[config.mk]
export PLATFORM = sky130hd
export DESIGN_NAME = if_fetch_queue
export DESIGN_NICKNAME = d
export VERILOG_FILES = /design/src/rtl/if_fetch_queue_pkg.sv /design/src/rtl/if_fetch_queue_fq_store.sv /design/src/rtl/if_fetch_queue.sv
export SDC_FILE = /design/constraint.sdc
export NUM_CORES = 1
export LEC_CHECK = 0
export CAP_MARGIN = 20
export CORE_ASPECT_RATIO = 1.5
export CORE_MARGIN = 2
export CORE_UTILIZATION = 58
export CTS_BUF_LIST = sky130_fd_sc_hd__clkbuf_8
export CTS_CLUSTER_DIAMETER = 60
export CTS_CLUSTER_SIZE = 30
export DETAILED_ROUTE_END_ITERATION = 7
export MAX_ROUTING_LAYER = met4
export PLACE_DENSITY = 0.84
export SYNTH_ARGS = -nofsm -noshare
export SYNTH_HDL_FRONTEND = slang
export SYNTH_SLANG_ARGS = --single-unit
[constraint.sdc]
create_clock -name clk -period 6 [get_ports clk]
set_clock_uncertainty 0.15 [all_clocks]
set_input_delay 1.2 -clock clk [delete_from_list [all_inputs] [get_ports clk]]
set_output_delay 1.2 -clock clk [all_outputs]
set_load 0.03 [all_outputs]
[src/rtl/if_fetch_queue_pkg.sv]
`default_nettype none
// +-------------------------------------------------------------------------+
// | Module  : if_fetch_queue_pkg                                            |
// | Brief   : Shared constants, entry layout and AdEL check for fetch queue |
// | Revision: 1.0 - initial release                                         |
// +-------------------------------------------------------------------------+
package if_fetch_queue_pkg;

  localparam logic [31:0] C_RESET_PC = 32'h0000_3000;
  localparam logic [31:0] C_IM_BASE  = 32'h0000_3000;
  localparam int unsigned C_IM_BYTES = 16384;
  localparam logic [31:0] C_NOP      = 32'h0000_0000;

  typedef struct packed {
    logic        adel;
    logic [31:0] pc;
    logic [31:0] instr;
  } fq_entry_t;

  // The limit is carried in 33 bits so a window ending at 4 GiB cannot wrap.
  function automatic logic fetch_adel(input logic [31:0] pc,
                                      input logic [31:0] base,
                                      input logic [32:0] limit);
    return (pc[1:0] != 2'b00) || (pc < base) || ({1'b0, pc} >= limit);
  endfunction

endpackage
`default_nettype wire

[src/rtl/if_fetch_queue_fq_store.sv]
`default_nettype none
// +-------------------------------------------------------------------------+
// | Module  : fq_store                                                      |
// | Brief   : DEPTH x {adel, pc, instr} array, one write port, async read   |
// | Revision: 1.0 - initial release                                         |
// +-------------------------------------------------------------------------+
module fq_store
  import if_fetch_queue_pkg::*;
#(
  parameter int DEPTH = 4,
  parameter int AW    = 2
) (
  input  logic          clk,
  input  logic          we,
  input  logic [AW-1:0] waddr,
  input  fq_entry_t     wdata,
  input  logic [AW-1:0] raddr,
  output fq_entry_t     rdata
);

  // No reset: contents are only observed through the valid-gated head mux.
  fq_entry_t r_mem [DEPTH];

  always_ff @(posedge clk) begin
    if (we) begin
      r_mem[waddr] <= wdata;
    end
  end

  assign rdata = r_mem[raddr];

endmodule
`default_nettype wire

[src/rtl/if_fetch_queue.sv]
`default_nettype none
// +-------------------------------------------------------------------------+
// | Module  : if_fetch_queue                                                |
// | Brief   : IF->ID fetch queue with back-pressure, AdEL tagging and flush |
// | Revision: 1.0 - initial release                                         |
// +-------------------------------------------------------------------------+
module if_fetch_queue
  import if_fetch_queue_pkg::*;
#(
  parameter int          DEPTH    = 4,
  parameter int          AW       = 2,
  parameter logic [31:0] RESET_PC = C_RESET_PC,
  parameter logic [31:0] IM_BASE  = C_IM_BASE,
  parameter int unsigned IM_BYTES = C_IM_BYTES
) (
  input  logic          clk,
  input  logic          reset,
  input  logic [31:0]   if_pc,
  input  logic [31:0]   if_instr,
  input  logic          flush,
  input  logic          id_ready,
  output logic          pc_en,
  output logic          id_valid,
  output logic [31:0]   id_pc,
  output logic [31:0]   id_instr,
  output logic          id_exc_adel,
  output logic [AW:0]   count
);

  localparam logic [AW:0]   C_FULL     = (AW + 1)'(DEPTH);
  localparam logic [AW-1:0] C_PTR_ONE  = AW'(1);
  localparam logic [AW:0]   C_CNT_ONE  = (AW + 1)'(1);
  localparam logic [32:0]   C_IM_LIMIT = {1'b0, IM_BASE} + 33'(IM_BYTES);

  logic [AW-1:0] r_rd_ptr;
  logic [AW-1:0] r_wr_ptr;
  logic [AW:0]   r_count;

  logic          w_full;
  logic          w_valid;
  logic          w_push;
  logic          w_pop;
  logic          w_adel;
  fq_entry_t     w_wdata;
  fq_entry_t     w_head;

  assign w_full  = (r_count == C_FULL);
  assign w_valid = (r_count != '0);

  // pc_en looks only at registered occupancy so id_ready never reaches the PC.
  assign pc_en  = ~w_full | flush;
  assign w_push = pc_en & ~flush;
  assign w_pop  = w_valid & id_ready & ~flush;

  assign w_adel        = fetch_adel(if_pc, IM_BASE, C_IM_LIMIT);
  assign w_wdata.adel  = w_adel;
  assign w_wdata.pc    = if_pc;
  assign w_wdata.instr = w_adel ? C_NOP : if_instr;

  always_ff @(posedge clk) begin
    if (reset) begin
      r_rd_ptr <= '0;
      r_wr_ptr <= '0;
      r_count  <= '0;
    end else if (flush) begin
      r_rd_ptr <= '0;
      r_wr_ptr <= '0;
      r_count  <= '0;
    end else begin
      if (w_push) begin
        r_wr_ptr <= r_wr_ptr + C_PTR_ONE;
      end
      if (w_pop) begin
        r_rd_ptr <= r_rd_ptr + C_PTR_ONE;
      end
      case ({w_push, w_pop})
        2'b10:   r_count <= r_count + C_CNT_ONE;
        2'b01:   r_count <= r_count - C_CNT_ONE;
        default: r_count <= r_count;
      endcase
    end
  end

  fq_store #(
    .DEPTH (DEPTH),
    .AW    (AW)
  ) u_store (
    .clk   (clk),
    .we    (w_push),
    .waddr (r_wr_ptr),
    .wdata (w_wdata),
    .raddr (r_rd_ptr),
    .rdata (w_head)
  );

  assign id_valid    = w_valid;
  assign id_pc       = w_valid ? w_head.pc    : RESET_PC;
  assign id_instr    = w_valid ? w_head.instr : C_NOP;
  assign id_exc_adel = w_valid ? w_head.adel  : 1'b0;
  assign count       = r_count;

endmodule
`default_nettype wire

==> results.md <==
Global routing:
- The pin count of the biggest net entering global routing is 66.
- The residual overflow from global routing is 0.
- The number of antenna violations at the first check in global routing is 0.
- The global-route wire length before repair is 31.15 mm.
- Across every metal layer, demand over resource in global routing totals 0.2144.
- The via count of the first global-routing pass is 5,657.

Finish:
- Compared with the post-synthesis result, the final layout area differs by 16.38%.
- The sequential cells in the finished layout cover a total of 7995 sq um.
- The number of antenna diodes in the final layout is 0.
- Of the cells placed in the final design, the portion with a size suffix greater than 1 is 0.2028.
- Fill cells in the final layout number 1,210.
- The area used by multi-input combinational logic is 2726 sq um.
- The final standard cell area without fillers is 12,680 sq um.
- For this run, the post-layout net count is 716.

Critical path:
- STA puts the critical path data required time at 4.65 ns.
- Traced cell by cell, the critical path runs through buf_4 -> mux4_2 -> and2_1 -> clkdlybuf4s50_1.
- In this design, the stage delay of the slowest critical-path cell is 0.89 ns.
- The largest individual stage delay along the critical path comes from the cell sky130_fd_sc_hd__dfxtp_4.
- At the worst endpoint, the arrival time is 3.23 ns.
- The critical path capture point type is an output pin.
- The critical setup path kind is reg2out.
- Along the worst path, the maximum fanout reaches 38.
- The launching element type of the critical path is a flop.

Synthesis:
- The most numerous cell in the Yosys netlist is sky130_fd_sc_hd__edfxtp_1.
- The number of instances in the synthesized netlist is 517.
- The flip-flop and latch count after synthesis is 269.
- The yosys synthesis warning count is 0.
- The commonest register cell after synthesis is sky130_fd_sc_hd__edfxtp_1.
- In the post-synthesis netlist, the biggest area contributors are sky130_fd_sc_hd__edfxtp_1 (72%), sky130_fd_sc_hd__mux4_2 (13%), sky130_fd_sc_hd__nor4b_2 (4.1%), sky130_fd_sc_hd__and2_1 (3.8%), sky130_fd_sc_hd__dfxtp_1 (1.7%).
- The average instance in the mapped netlist occupies 21.08 sq um.
- The synthesized netlist net count is 590.
- The fraction of the yosys area taken by sequential cells is 0.7329.
- Counting distinct cell types in the post-synthesis netlist gives 30.
- Yosys mapped a number of flops with a built-in enable equal to 260.
- The combined area of all synthesized cells is 10,900 sq um.
- Of the post-synthesis cell area, the dominant cell type holds 0.7163.
- The commonest cells after synthesis are sky130_fd_sc_hd__edfxtp_1 (260), sky130_fd_sc_hd__and2_1 (67), sky130_fd_sc_hd__mux4_2 (65).
- sky130_fd_sc_hd__edfxtp_1 takes more of the synthesized area than any other cell.
- The fraction of registers with async set/reset is 0.

Routing:
- The final route contains 5,281 vias.
- The number of routed nets with antenna violations is 0.
- The pre-antenna-repair detailed-routing pass consisted of 4 iterations.
- Using the TritonRoute via totals, the vias-per-cell ratio works out to 5.881.
- The violation count after the first detailed-route iteration is 314.
- In the routed design, unresolved DRC markers number 0.
- The average wire per cell in the routed design is 22.50 um.
- The overall routed net length is 20.21 mm.

Clocking:
- For this design, the CTS-stage hold fixing added 0 buffers.
- The tree is rooted in a sky130_fd_sc_hd__clkbuf_8.
- The quantity of gates resized following cts is 0.
- The CTS tree is done.
- The count of clock tree sinks is 269.
- The clock-pin slew of the registers on the worst-case setup and hold paths is 0.15 ns.
- The clock passes through at most 3 buffers.
- Buffers added to address setup during post-CTS repair amount to 0.
- The latest clock arrival within the worst-skew pair is 0.50 ns.
- The number of levels the H-tree was split into is 1.
- Counting the buffers created by CTS gives 13.

Power:
- VDD sags by at most 0.0002673 V.
- The standby leakage power is 3.802 nW.
- The total power density per cell area is 245.2 nW/um^2.

Floorplanning:
- The die is 115.9 um wide.
- The core outline area is 18,470 sq um.
- The full die area is 19,930 sq um.
- The floorplan has 61 rows.
- In this run the count of I/O pins placed on the die edge is 138.
- The starting density of the core is 0.5901.
- The overall die height is 171.9 um.

Place:
- The number of I/O port buffers is 137.
- OpenSTA, run right after detailed placement, puts the worst setup slack at 1.692 ns.
- Detailed placement finished with a half-perimeter wire length of 12.21 mm.
- The placed instances occupy a cell area of 12,460 sq um.
- Routability-driven placement finished with a final weighted congestion of 0.7829.

Timing:
- Setup repair after global routing left no endpoint under its margin.
- The final worst-path cycle share is 0.7632.
- The clock period minus worst slack is 4.579 ns.
- The top achievable clock speed is 0.2184 GHz.
- In the final timing run, aggregate negative setup slack is 0 ns.
- The final setup violation count is 0.
- The number of endpoints with negative hold slack in the final report was 0.
- At the pin with the least slew margin, the transition time is 1.033 ns.
- The relative slew slack is 0.3115.
- Hold timing on the final database bottoms out at a slack of 0.3990 ns.
- The count of pins over their slew limit is 0.
- Across all setup checks in the final design, the least slack found is 1.421 ns.

Min path:
- The class of the most critical hold timing path is reg2reg.

Status:
- The flow ran to the end, and the final reports show no timing, DRC or antenna violations.

Run:
- The number of maximum-capacitance constraint violations is 0.
[critical path, delay by kind of cell (launching register included)]
kind          cells  cell delay [ns]
buf+inv           2             1.08
flops             1             0.89
simple gates      1             0.18
mux               1             0.55
[cells by family after synthesis]
| kind of cell | Yosys count | share of synthesized area |
|---|---|---|
| compound gates | 5 | 0.002526 |
| xor+xnor | 5 | 0.004019 |
| fa+ha+maj | 5 | 0.005740 |
| buf+inv | 35 | 0.01986 |
| flops | 269 | 0.7329 |
| mux | 68 | 0.1371 |
| simple gates | 130 | 0.09792 |
[metrics by stage]
step | instances | util | total power [mW]
after global placement | 880 | 0.6746 | 2.421
after global routing | 898 | 0.6868 | 3.209
final | 898 | 0.6868 | 3.110
after floorplan | 517 | - | 2.298
after detailed placement | 880 | 0.6746 | 2.431
after CTS | 898 | 0.6868 | 3.139
[where the power goes]
group	internal, mW	total (mW)	switching (mW)
clock	0.215	0.725	0.510
sequential	2.10	2.11	0.0158
combinational	0.128	0.274	0.145
total	2.44	3.11	0.671
[layout make-up]
type | count | share of cell area
multi-input cells | 213 | 0.2149
clock buffers | 13 | 0.01411
clock inverters | 5 | 0.003551
flip-flops and latches | 269 | 0.6303
repair buffers | 142 | 0.1111
well taps | 252 | 0.02486
inverters | 4 | 0.001184
[flip-flops by register name, indices dropped and copies added (netlist names), named ones only]
signal,cells
r_wr_ptr,2
r_rd_ptr,2
count,3
u_store.r_mem,260
[cell usage in the layout, fill, tap and decap left out, drive strengths merged]
master,count
a21oi,2
and2,67
buf,5
clkbuf,13
clkdlybuf4s50,137
clkinv,2
clkinvlp,1
dfxtp,9
edfxtp,260
ha,5
inv,6
mux2i,3
mux4,65
nand2,5
nand3,1
nor2,9
nor2b,1
nor3,2
nor3b,1
nor4,4
nor4b,32
o21ai,2
o31ai,1
or2,3
or2b,1
or3,4
xnor2,2
xor2,3
[path summary, 6_finish.rpt]
| path | from | end | slack [ns] | cells past startpoint |
|---|---|---|---|---|
| worst max-delay path | flop | id_instr[13] | 1.42 | 4 |
| worst min-delay path | count[2] | count[2] | 0.40 | 2 |
| worst max register to register | count[0] | u_store.r_mem[2][30] | 3.57 | 3 |
| worst min register to register | count[2] | count[2] | 0.40 | 2 |
[metal layers]
layer  share of wire  track usage  vias up
li1                -            -     2330
met1            0.38       0.2650     2762
met2            0.54       0.3766      154
met3           0.041      0.01717       35
met4           0.031      0.07350        0
met5               0            -        -
Note: power is estimated with default switching activity, not from simulation.
